File: src/rtl/calc_pkg.sv
// Shared definitions for the calc_sequencer block: widths, FSM state encoding
// and status bit positions.
package calc_pkg;

  localparam int unsigned OP_W     = 4;
  localparam int unsigned DATA_W   = 8;
  localparam int unsigned STATUS_W = 4;
  localparam int unsigned CNT_W    = 8;
  localparam int unsigned OPCNT_W  = 3;

  localparam int unsigned ST_TIMEOUT = 0;
  localparam int unsigned ST_BUSY    = 1;
  localparam int unsigned ST_VALID   = 2;
  localparam int unsigned ST_DROP    = 3;

  typedef enum logic [2:0] {
    IDLE   = 3'd0,
    LOAD_A = 3'd1,
    LOAD_B = 3'd2,
    EXEC   = 3'd3,
    OUTPUT = 3'd4
  } state_t;

endpackage

File: src/rtl/calc_wait_timer.sv
// Operand wait counter: counts idle cycles in a load state and flags the
// cycle in which the timeout fires (never when a byte arrives that cycle).
module calc_wait_timer
  import calc_pkg::*;
#(
  parameter logic [CNT_W-1:0] TIMEOUT_CYCLES = 8'd200
) (
  input  logic clk,
  input  logic rst,
  input  logic i_clear,
  input  logic i_active,
  input  logic i_data_valid,
  output logic o_timeout_c
);

  logic [CNT_W-1:0] r_count;

  always_ff @(posedge clk) begin
    if (rst) begin
      r_count <= '0;
    end else if (i_clear) begin
      r_count <= '0;
    end else if (i_active && !i_data_valid) begin
      r_count <= r_count + CNT_W'(1);
    end
  end

  // A zero limit disables the timeout entirely.
  assign o_timeout_c = (TIMEOUT_CYCLES != '0) && i_active && !i_data_valid &&
                       (r_count == TIMEOUT_CYCLES - CNT_W'(1));

endmodule

File: src/rtl/calc_sequencer.sv
// Sequences an external ALU: load op code, two operand bytes, capture the
// result and hold it on the bus until the consumer accepts it.
module calc_sequencer
  import calc_pkg::*;
#(
  parameter logic [CNT_W-1:0] TIMEOUT_CYCLES = 8'd200
) (
  input  logic                clk,
  input  logic                rst,
  input  logic                start,
  input  logic [OP_W-1:0]     op_in,
  input  logic [DATA_W-1:0]   data_in,
  input  logic                data_valid,
  input  logic                result_ready,
  input  logic [DATA_W-1:0]   alu_y,
  output logic [OP_W-1:0]     alu_sel,
  output logic [DATA_W-1:0]   alu_a,
  output logic [DATA_W-1:0]   alu_b,
  output logic [DATA_W-1:0]   data_out,
  output logic [DATA_W-1:0]   data_oe,
  output logic                result_valid,
  output logic [STATUS_W-1:0] status,
  output logic [OPCNT_W-1:0]  op_count
);

  state_t r_state;
  state_t w_next;

  logic w_ld_sel, w_ld_a, w_ld_b, w_ld_out, w_done, w_timeout, w_drop;
  logic w_clear, w_active, w_timeout_c;

  logic [OP_W-1:0]    r_alu_sel;
  logic [DATA_W-1:0]  r_alu_a, r_alu_b, r_data_out, r_data_oe;
  logic               r_result_valid, r_busy, r_timeout, r_drop;
  logic [OPCNT_W-1:0] r_op_count;

  always_ff @(posedge clk) begin
    if (rst) r_state <= IDLE;
    else     r_state <= w_next;
  end

  always_comb begin
    w_next    = r_state;
    w_ld_sel  = 1'b0;
    w_ld_a    = 1'b0;
    w_ld_b    = 1'b0;
    w_ld_out  = 1'b0;
    w_done    = 1'b0;
    w_timeout = 1'b0;
    case (r_state)
      IDLE: begin
        if (start) begin
          w_next   = LOAD_A;
          w_ld_sel = 1'b1;
        end
      end
      LOAD_A: begin
        if (data_valid) begin
          w_next = LOAD_B;
          w_ld_a = 1'b1;
        end else if (w_timeout_c) begin
          w_next    = IDLE;
          w_timeout = 1'b1;
        end
      end
      LOAD_B: begin
        if (data_valid) begin
          w_next = EXEC;
          w_ld_b = 1'b1;
        end else if (w_timeout_c) begin
          w_next    = IDLE;
          w_timeout = 1'b1;
        end
      end
      EXEC: begin
        w_next   = OUTPUT;
        w_ld_out = 1'b1;
      end
      OUTPUT: begin
        if (result_ready) begin
          w_next = IDLE;
          w_done = 1'b1;
        end
      end
      default: w_next = IDLE;
    endcase
  end

  assign w_drop   = start && (r_state != IDLE);
  assign w_active = (r_state == LOAD_A) || (r_state == LOAD_B);
  // Restart the wait count on every entry into a load state.
  assign w_clear  = (w_next != r_state) && ((w_next == LOAD_A) || (w_next == LOAD_B));

  calc_wait_timer #(
    .TIMEOUT_CYCLES (TIMEOUT_CYCLES)
  ) u_wait_timer (
    .clk          (clk),
    .rst          (rst),
    .i_clear      (w_clear),
    .i_active     (w_active),
    .i_data_valid (data_valid),
    .o_timeout_c  (w_timeout_c)
  );

  always_ff @(posedge clk) begin
    if (rst) begin
      r_alu_sel      <= '0;
      r_alu_a        <= '0;
      r_alu_b        <= '0;
      r_data_out     <= '0;
      r_data_oe      <= '0;
      r_result_valid <= 1'b0;
      r_busy         <= 1'b0;
      r_timeout      <= 1'b0;
      r_drop         <= 1'b0;
      r_op_count     <= '0;
    end else begin
      if (w_ld_sel) r_alu_sel  <= op_in;
      if (w_ld_a)   r_alu_a    <= data_in;
      if (w_ld_b)   r_alu_b    <= data_in;
      if (w_ld_out) r_data_out <= alu_y;
      if (w_done)   r_op_count <= r_op_count + OPCNT_W'(1);

      if (w_ld_sel)       r_timeout <= 1'b0;
      else if (w_timeout) r_timeout <= 1'b1;

      if (w_ld_sel)    r_drop <= 1'b0;
      else if (w_drop) r_drop <= 1'b1;

      // Bus-facing flags registered from the next state so they track it exactly.
      r_result_valid <= (w_next == OUTPUT);
      r_busy         <= (w_next != IDLE);
      r_data_oe      <= (w_next == OUTPUT) ? '1 : '0;
    end
  end

  assign alu_sel      = r_alu_sel;
  assign alu_a        = r_alu_a;
  assign alu_b        = r_alu_b;
  assign data_out     = r_data_out;
  assign data_oe      = r_data_oe;
  assign result_valid = r_result_valid;
  assign op_count     = r_op_count;

  assign status[ST_TIMEOUT] = r_timeout;
  assign status[ST_BUSY]    = r_busy;
  assign status[ST_VALID]   = r_result_valid;
  assign status[ST_DROP]    = r_drop;

endmodule

File: config.mk
export PLATFORM = sky130hd
export DESIGN_NAME = calc_sequencer
export DESIGN_NICKNAME = d
export VERILOG_FILES = /design/src/rtl/calc_pkg.sv /design/src/rtl/calc_wait_timer.sv /design/src/rtl/calc_sequencer.sv
export SDC_FILE = /design/constraint.sdc
export NUM_CORES = 1
export LEC_CHECK = 0
export ABC_AREA = 0
export CAP_MARGIN = 30
export CORE_ASPECT_RATIO = 0.8
export CORE_MARGIN = 8
export CORE_UTILIZATION = 40
export DETAILED_ROUTE_END_ITERATION = 10
export GPL_TIMING_DRIVEN = 0
export PLACE_DENSITY_LB_ADDON = 0.12
export SYNTH_ARGS = -nofsm -noshare
export SYNTH_HDL_FRONTEND = slang
export SYNTH_SLANG_ARGS = --single-unit
export TNS_END_PERCENT = 100
File: constraint.sdc
create_clock -name clk -period 1.4 [get_ports clk]
set_clock_uncertainty 0.2 [all_clocks]
set_input_delay 0.14 -clock clk [delete_from_list [all_inputs] [get_ports clk]]
set_output_delay 0.14 -clock clk [all_outputs]
set_load 0.005 [all_outputs]
==> metrics.md <==
| Metric | Value |
|---|---|
| Run status | `finished with violations` |
| Violated checks | `negative setup slack` |
| CP Max Fanout | `8` |
| Area Growth Syn to Fin | `68.4%` |
| Die area | `7500 sq um` |
| Crit-path max cell delay | `0.34 ns` |
| DR WL/cell | `15.3 um` |
| Max-cap violation count | `0` |
| Crit path setup slack, layout | `-0.151 ns` |
| Synth top area cells | `dfxtp_1 (46%), mux2i_1 (11%), nor2_1 (6.2%)` |
| Peak ir drop on the vdd network | `0.000581 V` |
| Multiplexer area fraction after synthesis | `11.1%` |
| Simple-gate share of the synthesized area | `21.5%` |
| Synthesized area | `1990 sq um` |
| Yosys cell types | `41` |
| PD cells | `887 nW/um^2` |
| Nets | `324` |
| Fin crit share | `111%` |
| Starting Density | `40.6%` |
| Gr usage total | `14.7%` |
| Antenna Violating Nets Remaining | `0` |
| CP Class | `flop to flop` |
| Syn Nets | `231` |
| Grt ovf | `0` |
| Post-Route WL | `5.53 mm` |
| Worst slew margin | `55.0%` |
| Die width | `94.8 um` |
| Synth Area in XOR/XNOR | `5.60%` |
| Core Rows | `23` |
| Worst-path cell chain | `buf_6 -> and4bb_2 -> buf_8 -> mux2i_1 -> nor2_1` |
| Synth Area in Adders | `1.26%` |
| Final Cell Area | `3350 sq um` |
| Fmax | `645 MHz` |
| Compound-Gate Fraction of Synth Area | `6.04%` |
| Final Setup Violations | `43` |
| Initial antenna violation count | `0` |
| Critical path's slowest cell | `dfxtp_2` |
| Max Buffers Root-to-Sink | `2` |
| Core area | `4890 sq um` |
| Detailed Place HPWL | `3.68 mm` |
| First-pass GRT wire length | `8.74 mm` |
| Slew Limit Fails | `0` |
| Dominant cell type by area after synthesis | `dfxtp_1` |
| Filler cell count | `402` |
| Slew @ Worst Pin | `0.675 ns` |
| WP data required | `1.36 ns` |
| CP endpoint kind | `flop` |
| Final hold vios | `0` |
| CTS clock-pin slew for the worst setup and hold paths | `0.09 ns` |
| Period minus WS final | `1.55 ns` |
| Top Ports | `69` |
| Vias post-DR | `1742` |
| Sequential area share after synthesis | `46.3%` |
| Leak | `1.46 nW` |
| Dpl ws | `-0.570 ns` |
| CP startpoint kind | `flop` |
| Number of CTS-inserted buffers | `5` |
| Antenna diodes | `0` |
| Hold Buf Count CTS | `0` |
| Post-DP Area | `2790 sq um` |
| Clock sinks | `46` |
| Iter 0 DRT Violations | `57` |
| Worst-Skew Late Latency | `0.30 ns` |
| Vias/cell | `4.84` |
| Die Y | `79.1 um` |
| H-tree levels | `2` |
| Main combinational cell family by area after synthesis | `simple AND/OR/NAND/NOR gates` |
| Gate Count Post-Synth | `204` |
| Hold WC Path Type | `input port to flop` |
| Root Buffer | `clkbuf_8` |
| Syn. warnings | `0` |
| Post-synth top area share | `46.3%` |
| Synth Register Bits | `46` |
| Worst Path Arrival | `1.51 ns` |
| Pin count of the biggest net entering global routing | `15` |
| Share of cells above drive strength 1 | `38.3%` |
| Port bufs | `68` |
| Syn avg cell area | `9.75 sq um` |
| Routability Congestion | `0.733` |
| Drt pass-1 iters | `4` |
| RSZ-0062 raised after global routing | `true` |
| DRC | `0` |
| Number of global-route vias before repair | `1792` |
| CTS tree | `built` |
==> final cells by class <==
type / count / area [sq um] / share of cell area [%]
flip-flops and latches: 46 / 948 / 28.3
well taps: 62 / 77.6 / 2.32
plain buffers: 21 / 200 / 5.98
inverters: 1 / 3.75 / 0.112
repair buffers: 88 / 863 / 25.8
clock inverters: 3 / 40.0 / 1.20
multi-input cells: 134 / 1150 / 34.2
clock buffers: 5 / 68.8 / 2.06
==> repair_timing <==
item / 4_1_cts / 5_1_grt
endpoints found under the setup margin: 89 / 55
resized for setup: 119 / 43
pin swaps: 31 / 14
gates cloned: 3 / 0
setup buffers: 14 / 4
==> final timing paths <==
path / cells past startpoint / slack, ns / start / endpoint
worst max register to register: 5 / -0.15 / r_state[0] / alu_b[1]
worst min register to register: 1 / 0.27 / r_drop / r_drop
worst min-delay path: 3 / 0.24 / data_in[1] / alu_a[1]
worst max-delay path: 5 / -0.15 / r_state[0] / alu_b[1]
==> state kept, by name, indices dropped and copies added (netlist names) <==
signal,cells
r_state,3
u_wait_timer.r_count,8
alu_sel,4
data_oe,1
r_timeout,1
r_drop,1
alu_b,8
op_count,3
data_out,8
r_busy,1
alu_a,8
==> placed cells by master (no fill, tap or decap), types with 2 or more instances in the layout <==
cell type         n
buf_2             4
xor2_1            5
dfxtp_1          32
nand4_1           2
o21a_1            2
clkdlybuf4s15_1   2
dfxtp_4           4
clkbuf_8          5
nand2_2           2
nor4_4            2
dlygate4sd2_1    35
buf_8             3
mux2i_1          20
buf_4            16
xnor2_1           3
nand3_1           3
nand3b_1          3
nand2_1          10
clkdlybuf4s50_1  23
dfxtp_2          10
buf_6            20
a21oi_2           9
nor2_1           31
nor3_4            2
buf_12            3
clkinv_2          2
nand2_4           8
==> cell usage after synthesis <==
cell type and instances:
clkbuf_1 5, o22ai_1 1, xnor2_2 1, nand4_1 2, xor2_1 5, ha_1 2, buf_2 1, or3_1 1
mux2_2 1, and2_1 1, xnor2_1 4, nor4_1 1, xor2_2 1, mux2i_1 21, nor3_1 2, nor2_1 33
nand3_1 4, nand2b_1 1, and3_1 1, nor3_4 1, o21a_1 2, or3b_1 1, buf_6 2, nand2_1 20
inv_1 1, or2_2 1, nand3b_1 3, dfxtp_1 46, o21ai_0 1, a41oi_2 1, or4b_4 1, nor4b_2 2
and4_1 1, and4bb_2 2, nor3_2 1, nor4_2 1, a21oi_1 11, buf_4 15, o21bai_1 1, a21o_1 1
a211oi_1 1
==> power breakdown <==
group          switching, mW  total, mW  internal, mW  leakage, nW
sequential            0.0359       1.39          1.35        0.381
clock                  0.462      0.988         0.526       0.0579
combinational          0.258      0.594         0.336         1.02
total                  0.756       2.97          2.21         1.46
==> kinds of logic (layout without fill, tap and decap cells) <==
family                     Yosys count  in the layout
and+or+nand+nor                     80             80
DFF                                 46             46
buffers and inverters               24            118
muxes                               22             22
AOI/OAI and AO/OA                   19             19
xor gates and xnor gates            11             11
adders and majority gates            2              2
==> per-stage QoR <==
step                      hold slack (ns)  TNS [ns]  instances  utilization (%)  power (mW)
after detailed placement            0.247    -22.16        334             57.1        1.86
final                               0.237     -3.00        360             68.4        2.97
after CTS                           0.237     -2.39        358             64.3        2.92
after global placement              0.243    -21.54        334             57.1        1.85
after global routing                0.226     -5.31        360             68.4        3.09
after floorplan                    0.0502    -0.129        204                -        1.65
==> per-layer routing <==
metal  wire length, um  global-route usage (%)
met5                 0                       0
met4                69                    4.51
met2              2550                    22.9
met1              2430                    17.8
met3               474                    6.59
==> critical path: cells and delay by family, from the launching register on <==
kind,cells,cell delay (ns)
buffers and inverters,2,0.28
flip-flops,1,0.34
multiplexers,1,0.21
AND/OR/NAND/NOR,2,0.38
(Power assumes the default switching activity.)
==> variant (same flow settings) <==
Put a register stage on the output `status`, with the module's reset. The value now appears one clock later. The other outputs are not delayed to match.
--- a/src/rtl/calc_sequencer.sv
+++ b/src/rtl/calc_sequencer.sv
@@ -24,2 +24,4 @@
 );
+
+  logic [STATUS_W-1:0] status_d;
 
@@ -144,6 +146,14 @@
 
-  assign status[ST_TIMEOUT] = r_timeout;
-  assign status[ST_BUSY]    = r_busy;
-  assign status[ST_VALID]   = r_result_valid;
-  assign status[ST_DROP]    = r_drop;
+  assign status_d[ST_TIMEOUT] = r_timeout;
+  assign status_d[ST_BUSY]    = r_busy;
+  assign status_d[ST_VALID]   = r_result_valid;
+  assign status_d[ST_DROP]    = r_drop;
+
+  always_ff @(posedge clk) begin
+    if (rst) begin
+      status <= '0;
+    end else begin
+      status <= status_d;
+    end
+  end
 
Function: changed (a bounded check fails within 4 cycles, from zero or initial values and one cycle with rst high).
==> variant against the original RTL <==
Area after synthesis about the same. Sequential cell count grew 4. Final area is 3.0% lower. Final cell count is 0.56% higher. Sequential power is 9% higher. Setup slack lost 0.079 ns. Routed wire length is 9.9% lower. Synthesized cell count grew 1.5%. Count of clock-buffer cells in the layout did not move. Via count decreased by 0.46%. Total power grew 2.2%. The flow still finishes with violations (setup timing). Combinational power decreased by 13%. Highest routed layer unchanged. Largest power group unchanged.
==> variant: results (changes against the original RTL) <==
* Area contributors post-synth: sky130_fd_sc_hd__dfxtp_1 50%, sky130_fd_sc_hd__mux2i_1 11%, sky130_fd_sc_hd__nor2_1 6.0%
- Final setup violating endpoints: 44 (+2.3%)
- Gate Count Post-Synth: 207 (+1.5%)
* Worst hold path startpoint: rst
* Dpl cells: 336 (+0.60%)
- The routed length per placed instance came to 13.7 um (-10%).
- Mapped Nets: 234 (+1.3%)
- The data arrival time of the critical path is 1.66 ns (+0.15 ns).
* Routed length on met2: 2200 um (-14%)
* Maximum VDD drop: 584 uV (+0.53%)
* Number of DRC markers after the initial detailed-route iteration: 45 (-21%)
* Synthesized-area fraction occupied by ao, oa, aoi and oai cells: 5.91% (-0.13 points)
* Share of layout cells above drive strength 1: 34.3% (-3.9 points)
- For this design, the slowest cell found on the critical path is sky130_fd_sc_hd__dfxtp_4.
* FF-to-FF End: u_wait_timer.r_count[7]
- The final reports fail on setup timing.
* Synthesized-area fraction occupied by adder cells: 1.26% (about the same)
- The global placer's final weighted congestion was 0.709 (-3.2%).
- The least setup slack across all paths after layout is -0.230 ns (-0.0791 ns).
* Met3 Use GR: 7.06% (+0.47 points)
* Met1 Resource Use GR: 16.6% (-1.2 points)
* Total length of routed met3 wires: 498 um (+5.1%)
- Total via count after detailed routing: 1734 (-0.46%)
* Worst hold endpoint: r_state[0]
* IO buf count: 67 (-1.5%)
- The wire length of the first global-routing pass came to 7710 um (-12%).
- Synth Area in XOR/XNOR: 4.34% (-1.3 points)
- Met2 Use GR: 18.1% (-4.8 points)
* Multiplexer area fraction after synthesis: 11.6% (+0.50 points)
- The number of fillers in the final layout is 427 (+6.2%).
- The detailed-routing wirelength on met1 is 2240 um (-7.6%).
- Sequential cell area fraction in the yosys report: 50.3% (+4.0 points)
- The worst relative slew slack came to 60.1% (+5.1 points).
* GRT Overall Usage: 12.9% (-1.8 points)
* Number of distinct standard cells referenced by the synthesized netlist: 38 (-7.3%)
* Most instantiated cells after synthesis: 50 x sky130_fd_sc_hd__dfxtp_1, 32 x sky130_fd_sc_hd__nor2_1, 22 x sky130_fd_sc_hd__mux2i_1
* Internal power: 2310 uW (+4.3%)
- The via count of the first global-routing pass came to 1570 (-12%).
- Status: complete, but fails checks
[variant: changes by cell type in the layout (fill, tap and decap cells not counted), moves of 3 or more]
cell / change
sky130_fd_sc_hd__buf_2: -4
sky130_fd_sc_hd__a21oi_1: +8
sky130_fd_sc_hd__buf_4: +12
sky130_fd_sc_hd__buf_6: -13
sky130_fd_sc_hd__a21oi_2: -7
sky130_fd_sc_hd__nor2b_1: +4
sky130_fd_sc_hd__nand2_2: +4
sky130_fd_sc_hd__clkbuf_1: +4
sky130_fd_sc_hd__dfxtp_2: +3
sky130_fd_sc_hd__nand2_4: -7
[variant: area by class of cell]
class | count | area [sq um] | share of cell area [%]
multi-input combinational | 136 | 1070 | 32.8
sequential | 50 | 1030 | 31.8
timing repair buffer | 87 | 800 | 24.6
buffer | 18 | 156 | 4.81
tap | 62 | 77.6 | 2.39
clock buffer | 5 | 68.8 | 2.12
clock inverter | 3 | 43.8 | 1.35
inverter | 1 | 3.75 | 0.116
[variant: power groups by stage]
stage / clock, uW / sequential (uW) / combinational [uW]
2_1_floorplan: 0 / 1530 / 223
4_1_cts: 1050 / 1510 / 481
5_1_grt: 1100 / 1520 / 560
3_5_place_dp: 0 / 1530 / 421
3_3_place_gp: 0 / 1530 / 420
6_report: 1010 / 1510 / 518
[variant: worst max path at each step]
stage	startpoint	end	slack (ns)
3_5_place_dp	data_valid	u_wait_timer.r_count[7]	-0.67
6_report	r_state[0]	u_wait_timer.r_count[7]	-0.23
3_3_place_gp	data_valid	u_wait_timer.r_count[7]	-0.65
2_1_floorplan	r_state[0]	u_wait_timer.r_count[7]	-0.21
4_1_cts	r_state[2]	u_wait_timer.r_count[7]	-0.26
5_1_grt	r_state[0]	u_wait_timer.r_count[7]	-0.29
[variant: logic make-up after synthesis]
family / count (synthesis)
AOI/OAI and AO/OA: 20
and+or+nand+nor: 82
xor gates and xnor gates: 9
muxes: 23
buffers and inverters: 21
DFF: 50
adders and majority gates: 2
[variant: stage by stage]
step                instance area (sq um)  setup TNS (ns)  utilization (%)  setup WS [ns]  hold WS [ns]
detailed placement                   2810          -16.86             57.4         -0.674         0.229
floorplan                            2060           -1.67                -         -0.208        0.0502
global route                         3250           -8.50             66.4         -0.288         0.191
global placement                     2810          -16.38             57.4         -0.653         0.223
finish                               3250           -5.83             66.4         -0.230         0.148
CTS                                  3100           -5.32             63.4         -0.262         0.112
[variant: what timing repair did]
item | CTS | global route
endpoints found under the hold margin | 1 | 0
resized for setup | 89 | 25
hold buffers | 1 | 0
endpoints found under the setup margin | 88 | 45
setup buffers | 11 | 9
pin swaps | 15 | 15
[variant: worst max-delay path: cells and delay by family (launching register included)]
kind / cells / cell delay [ns]
AND/OR/NAND/NOR: 2 / 0.71
flip-flops: 1 / 0.40
AO/OA/AOI/OAI: 1 / 0.12
XOR/XNOR: 1 / 0.15
